## src/rtl/fetch_queue.sv

```systemverilog
`default_nettype none
// +----------------------------------------------------------------------------+
// | Module   : fetch_queue                                                     |
// | Brief    : PC generator + imem issue + circular instruction queue with     |
// |            branch redirect flush, feeding a decode stage by handshake.     |
// | Revision : 1.0                                                             |
// +----------------------------------------------------------------------------+
module fetch_queue #(
  parameter int                ADDR_W   = 32,
  parameter int                INSN_W   = 32,
  parameter int                DEPTH    = 4,
  parameter logic [ADDR_W-1:0] RESET_PC = '0
) (
  input  logic                       clock,
  input  logic                       reset,
  output logic [ADDR_W-1:0]          address_imem,
  input  logic [INSN_W-1:0]          q_imem,
  output logic                       out_valid,
  input  logic                       out_ready,
  output logic [INSN_W-1:0]          out_insn,
  output logic [ADDR_W-1:0]          out_pc,
  output logic [ADDR_W-1:0]          out_pc_plus_one,
  input  logic                       redirect_valid,
  input  logic [ADDR_W-1:0]          redirect_pc,
  output logic [$clog2(DEPTH):0]     count
);

  localparam int                c_pw    = $clog2(DEPTH);
  localparam int                c_cw    = c_pw + 1;
  localparam logic [c_cw-1:0]   c_depth = c_cw'(DEPTH);

  logic [ADDR_W-1:0] r_pc;
  logic              r_infl;
  logic [ADDR_W-1:0] r_infl_pc;
  logic [INSN_W-1:0] r_mem_insn [DEPTH];
  logic [ADDR_W-1:0] r_mem_pc   [DEPTH];
  logic [c_pw-1:0]   r_wptr;
  logic [c_pw-1:0]   r_rptr;
  logic [c_cw-1:0]   r_count;

  logic [c_cw-1:0]   w_occ;
  logic              w_issue;
  logic              w_push;
  logic              w_pop;

  // Outstanding imem request reserves a slot, so the queue can never overflow.
  assign w_occ   = r_count + {{c_pw{1'b0}}, r_infl};
  assign w_issue = !redirect_valid && (w_occ < c_depth);
  assign w_push  = r_infl && !redirect_valid;
  assign w_pop   = (r_count != '0) && out_ready && !redirect_valid;

  always_ff @(posedge clock) begin
    if (reset) begin
      r_pc      <= RESET_PC;
      r_infl    <= 1'b0;
      r_infl_pc <= '0;
      r_wptr    <= '0;
      r_rptr    <= '0;
      r_count   <= '0;
    end else if (redirect_valid) begin
      r_pc      <= redirect_pc;
      r_infl    <= 1'b0;
      r_wptr    <= '0;
      r_rptr    <= '0;
      r_count   <= '0;
    end else begin
      if (w_issue) begin
        r_pc      <= r_pc + {{(ADDR_W-1){1'b0}}, 1'b1};
        r_infl    <= 1'b1;
        r_infl_pc <= r_pc;
      end else begin
        r_infl    <= 1'b0;
      end
      if (w_push) begin
        r_wptr <= r_wptr + c_pw'(1);
      end
      if (w_pop) begin
        r_rptr <= r_rptr + c_pw'(1);
      end
      case ({w_push, w_pop})
        2'b10:   r_count <= r_count + c_cw'(1);
        2'b01:   r_count <= r_count - c_cw'(1);
        default: r_count <= r_count;
      endcase
    end
  end

  // Storage needs no reset: occupancy alone decides what is valid.
  always_ff @(posedge clock) begin
    if (!reset && w_push) begin
      r_mem_insn[r_wptr] <= q_imem;
      r_mem_pc[r_wptr]   <= r_infl_pc;
    end
  end

  assign address_imem    = r_pc;
  assign out_valid       = (r_count != '0);
  assign out_insn        = r_mem_insn[r_rptr];
  assign out_pc          = r_mem_pc[r_rptr];
  assign out_pc_plus_one = out_pc + {{(ADDR_W-1){1'b0}}, 1'b1};
  assign count           = r_count;

endmodule
`default_nettype wire

```

## config.mk

```make
export PLATFORM = sky130hd
export DESIGN_NAME = fetch_queue
export DESIGN_NICKNAME = d
export VERILOG_FILES = /design/src/rtl/fetch_queue.sv
export SDC_FILE = /design/constraint.sdc
export NUM_CORES = 1
export LEC_CHECK = 0
export ABC_AREA = 0
export CELL_PAD_IN_SITES_DETAIL_PLACEMENT = 0
export CELL_PAD_IN_SITES_GLOBAL_PLACEMENT = 1
export CORE_MARGIN = 4
export CORE_UTILIZATION = 45
export DETAILED_ROUTE_END_ITERATION = 10
export PLACE_DENSITY_LB_ADDON = 0.3
export SYNTH_ARGS = -nofsm -noshare
export SYNTH_HDL_FRONTEND = slang
export SYNTH_SLANG_ARGS = --single-unit
```

## constraint.sdc

```tcl
create_clock -name clock -period 3.7 [get_ports clock]
set_input_delay 0.555 -clock clock [delete_from_list [all_inputs] [get_ports clock]]
set_output_delay 0.555 -clock clock [all_outputs]
set_load 0.005 [all_outputs]
```

# Yosys cells after proc, flatten, opt, wreduce, memory -nomap -nowiden
# Memories as Yosys holds them, arrays and structs flattened. A register that Yosys moved wholly into a read port is not among the register bits.
# Index checks and enable logic that the tools add are counted.
[totals]
memories = 2
mem_bits_rw = 256
ff_bits = 72
input_bits = 68
word_cells = 41
[mem_list]
columns = ["memory", "depth", "word_bits", "read_ports", "rd_ports_with_merged_regs", "wr", "line_no", "source"]
rows = [
  ["r_mem_insn", 4, 32, 1, 1, 1, "35", "logic [INSN_W-1:0] r_mem_insn [DEPTH];"],
  ["r_mem_pc", 4, 32, 1, 1, 1, "36", "logic [ADDR_W-1:0] r_mem_pc [DEPTH];"],
]
[classes]
n_reduce_logical = 12
magnitude_cmp = 1
bitwise = 1
add_sub_neg = 7
eq_ne = 2
n_mux = 10
[ops]
columns = ["op", "n"]
rows = [
  ["$add 32x1->32 const B", 2],
  ["$mux 32", 2],
  ["$mux 2", 4],
  ["$pmux 3 s2", 1],
  ["$logic_and 1x1->1", 5],
  ["$add 2x1->2 const B", 2],
  ["$reduce_bool 2->1", 2],
  ["$add 3x1->3", 1],
  ["$add 3x1->3 const B", 1],
  ["$lt 3x3->1 const B", 1],
  ["$mux 1", 3],
  ["$reduce_bool 3->1", 1],
  ["$sub 3x1->3 const B", 1],
  ["$eq 2x1->1 const B", 1],
  ["$eq 2x2->1 const B", 1],
  ["$logic_not 1->1", 2],
  ["$reduce_and 2->1", 1],
  ["$reduce_or 2->1", 1],
  ["$not 1->1", 1],
]

# Depth between registers and ports, before layout
[logic_depth]
depth_word = 5
mapped_depth = 11
ltp_nobuf = 8

# Least setup slack after synthesis
# OpenSTA, ideal clock, no wires.
[synth_timing]
path_type = "input to register"
start = "input port redirect_valid"
end = "memory r_mem_insn[0][0] (enable)"
cell_stages = 4
path_buffers = 2
t_arrival_ns = 2.663
slack_ns = 0.608
required_time_ns = 3.271
cell_sequence = "clkbuf_1 > clkbuf_1 > nor2_1 > and3_1"
[synth_via]
elab_chain_len = 5
[synth_lines]
columns = ["item", "line_no", "source"]
rows = [
  ["start, declared", "23", "input logic redirect_valid,"],
  ["$logic_not 1->1", "49", "assign w_push = r_infl && !redirect_valid;"],
  ["$logic_and 1x1->1", "49", ""],
  ["$logic_and 1x1->1", "90", "if (!reset && w_push) begin"],
  ["$mux 1", "90", ""],
  ["$mux 1 (implied by the code)", "91", "r_mem_insn[r_wptr] <= q_imem;"],
  ["end, declared", "35", ""],
]
# Every way passes these cells.

==> results.cfg <==
[placed_design]
dp_slack_ns = 0.273
io_buffers = 199
dp_cells = 1414
hpwlAfterDp_um = 19600
gp_congestion = 0.793
placed_cell_area_um2 = 15800

[cts]
cts-htree-levels = 2
insertion_delay_ns = 0.51
clock-sinks = 330
cts_tree = built
clockBufferDepth = 3
cts_hold_buffers = 0
cts_buffers = 35
path_clk_slew_ns = 0.06
root_buffer = clkbuf_16

[yosys]
synth_seq_cells = 330
netlist_top_cells_count = edfxtp_1 (256), nand2_1 (94), dfxtp_1 (74)
ys_seq_area_frac = 0.691
synth_cell_types = 51
synth_area_leaders = edfxtp_1 (58%), dfxtp_1 (11%), mux4_2 (11%)
syn_avg_cell_area_um2 = 15.6
syn-num-nets = 928
yosys_warnings = 0
synth.most_common_cell = edfxtp_1
synthesis.area_um2 = 13300
synthFlopType = edfxtp_1
synth_top_area_share = 0.579
synth_edf_count = 256
async_reset_ff_frac = 0
postSynthCellCount = 852
synth_top_cell_by_area = edfxtp_1

[setup_path]
end_kind = output port
cp_max_fo = 11
worstSetupPathType = flip-flop to output port
cp_data_arrival_time_ns = 3.11
cp.required_ns = 3.14
timing.rr.start = address_imem[2]
startpoint_type = flip-flop

[worst_hold_path]
hold_start = r_infl_pc[23]
hold_path.class = flip-flop to flip-flop

[global_routing]
track_usage = 0.182
met2_usage = 0.277
antenna_found_initial = 0
grt_util_met3 = 0.0416
top_usage_layer = met2
use_met1 = 0.266
first_global_vias = 8291
overflow = 0
grt_max_degree = 59
grt_pass1_wl_um = 47200

[pwr]
power_uw = 7770
power.density_nw_per_um2 = 453
ir_worst_vdd_uv = 253
power_leakage_uw = 0.00571

[floorplan]
ios = 200
coreArea_um2 = 28900
die_area_um2 = 32300
rows = 62
fp.dieW_um = 180
initial_core_util = 0.459
die_height_um = 180

[timing]
rsz0062_at_grt = true
fin_ws_ns = 0.0321
min_period_ns = 3.67
final.setup_skew_ns = 0.0118
worst_pin_slew_ns = 0.687
setup_viol = 0
drv_slew = 0
max_freq_mhz = 273
post-route-period-util = 0.991
slew_headroom = 0.541
finalHoldViolations = 0

[finish]
nNetsFinal = 1158
area_growth_pct = 29.1
drive_above_1_share = 0.162
antenna_cells = 0
fin_util = 0.592
final_area_um2 = 17100
fin_cells = 1493
n_fill_cell = 2259

[detailed_routing]
viasPerCell = 5.38
wl_per_cell_um = 19.9
drc = 0
drt_iter0_markers = 520
num_vias = 8037
wirelength_um = 29700
ant_nets = 0
firstDrtPassIters = 5

[job]
drv_cap = 0

[run_status]
outcome = completed
-- power by group --
| group | switching [uW] | leakage, uW | internal [uW] | total (uW) |
|---|---|---|---|---|
| Clock | 1350 | 0.000537 | 1980 | 3320 |
| Combinational | 145 | 0.00211 | 191 | 336 |
| Sequential | 72.3 | 0.00307 | 4040 | 4110 |
| Total | 1570 | 0.00571 | 6210 | 7770 |
-- cell type report --
cell class / count / area (um2) / share of cell area
sequential: 330 / 9180 / 0.535
clock inverter: 16 / 135 / 0.00788
multi-input combinational: 459 / 3920 / 0.229
tap: 384 / 480 / 0.0280
timing repair buffer: 238 / 2400 / 0.140
clock buffer: 48 / 966 / 0.0564
inverter: 18 / 67.6 / 0.00394
-- placed cells by master, fill, tap and decap left out, types with 7 or more instances in the layout --
| cell type | Yosys | routed |
|---|---|---|
| a211oi_1 | 13 | 13 |
| a21oi_1 | 38 | 38 |
| a311oi_1 | 9 | 9 |
| and3_1 | 11 | 7 |
| buf_4 | 4 | 30 |
| clkbuf_1 | 30 | 10 |
| clkbuf_16 | 0 | 37 |
| clkdlybuf4s50_1 | 0 | 190 |
| clkinv_1 | 1 | 9 |
| dfxtp_1 | 74 | 72 |
| edfxtp_1 | 256 | 256 |
| inv_1 | 17 | 17 |
| mux4_2 | 64 | 64 |
| nand2_1 | 94 | 94 |
| nand3_1 | 20 | 19 |
| nand4_1 | 21 | 21 |
| nor2_1 | 42 | 41 |
| nor4_1 | 11 | 7 |
| o21ai_0 | 8 | 8 |
| o31ai_1 | 7 | 7 |
| or4_1 | 9 | 9 |
| xnor2_1 | 30 | 30 |
| xor2_1 | 22 | 22 |
-- final timing paths --
| kind | end | slack, ns | cells after the start |
|---|---|---|---|
| worst max-delay path | out_pc_plus_one[28] | 0.03 | 9 |
| worst min register to register | r_infl_pc[23] | 0.50 | 2 |
| worst max register to register | address_imem[31] | 1.12 | 5 |
| worst min-delay path | r_infl_pc[23] | 0.50 | 2 |
-- critical path, stage by stage (launching register included) --
cell and delay, ns:
dfxtp_4 0.39, mux4_2 0.38, ha_2 0.21, nand2_1 0.07, o22ai_2 0.21, nand4_1 0.17
buf_6 0.20, nor4_2 0.28, xor2_1 0.17, clkdlybuf4s50_1 0.51
-- state kept, by name (all words and copies together) (netlist names), named ones only --
register and count:
address_imem 32, count 3, r_infl 1, r_infl_pc 32, r_mem_insn 128, r_mem_pc 128, r_rptr 2, r_wptr 2
-- per-layer routing --
layer / part of all wire / up-vias / wire length [um]
li1: - / 3783 / -
met4: 0.023 / 0 / 687
met1: 0.46 / 3944 / 13800
met3: 0.066 / 54 / 1950
met5: 0 / - / 0
met2: 0.45 / 256 / 13300
-- metrics by stage --
| step | setup TNS (ns) | hold slack (ns) |
|---|---|---|
| 3_5_place_dp | 0 | 0.495 |
| 4_1_cts | -0.295 | 0.503 |
| 5_1_grt | -0.483 | 0.519 |
| 2_1_floorplan | 0 | 0.460 |
| 3_3_place_gp | 0 | 0.478 |
| 6_report | 0 | 0.499 |
-- logic make-up after synthesis --
group / after synthesis / share of synthesized area
flip-flops: 330 / 0.691
AND/OR/NAND/NOR: 242 / 0.0900
AO/OA/AOI/OAI: 90 / 0.0448
multiplexers: 67 / 0.111
buffers and inverters: 63 / 0.0213
XOR/XNOR: 52 / 0.0343
adder cells (fa/ha/maj): 8 / 0.00811
-- repair_timing --
| action | in CTS | in global routing |
|---|---|---|
| pin swaps | 1 | 3 |
| endpoints found under the setup margin | 17 | 15 |
| setup buffers | 6 | 8 |
| gates resized for setup | 8 | 17 |
| gates cloned | 0 | 1 |
Power figures use the tool's default switching activity.
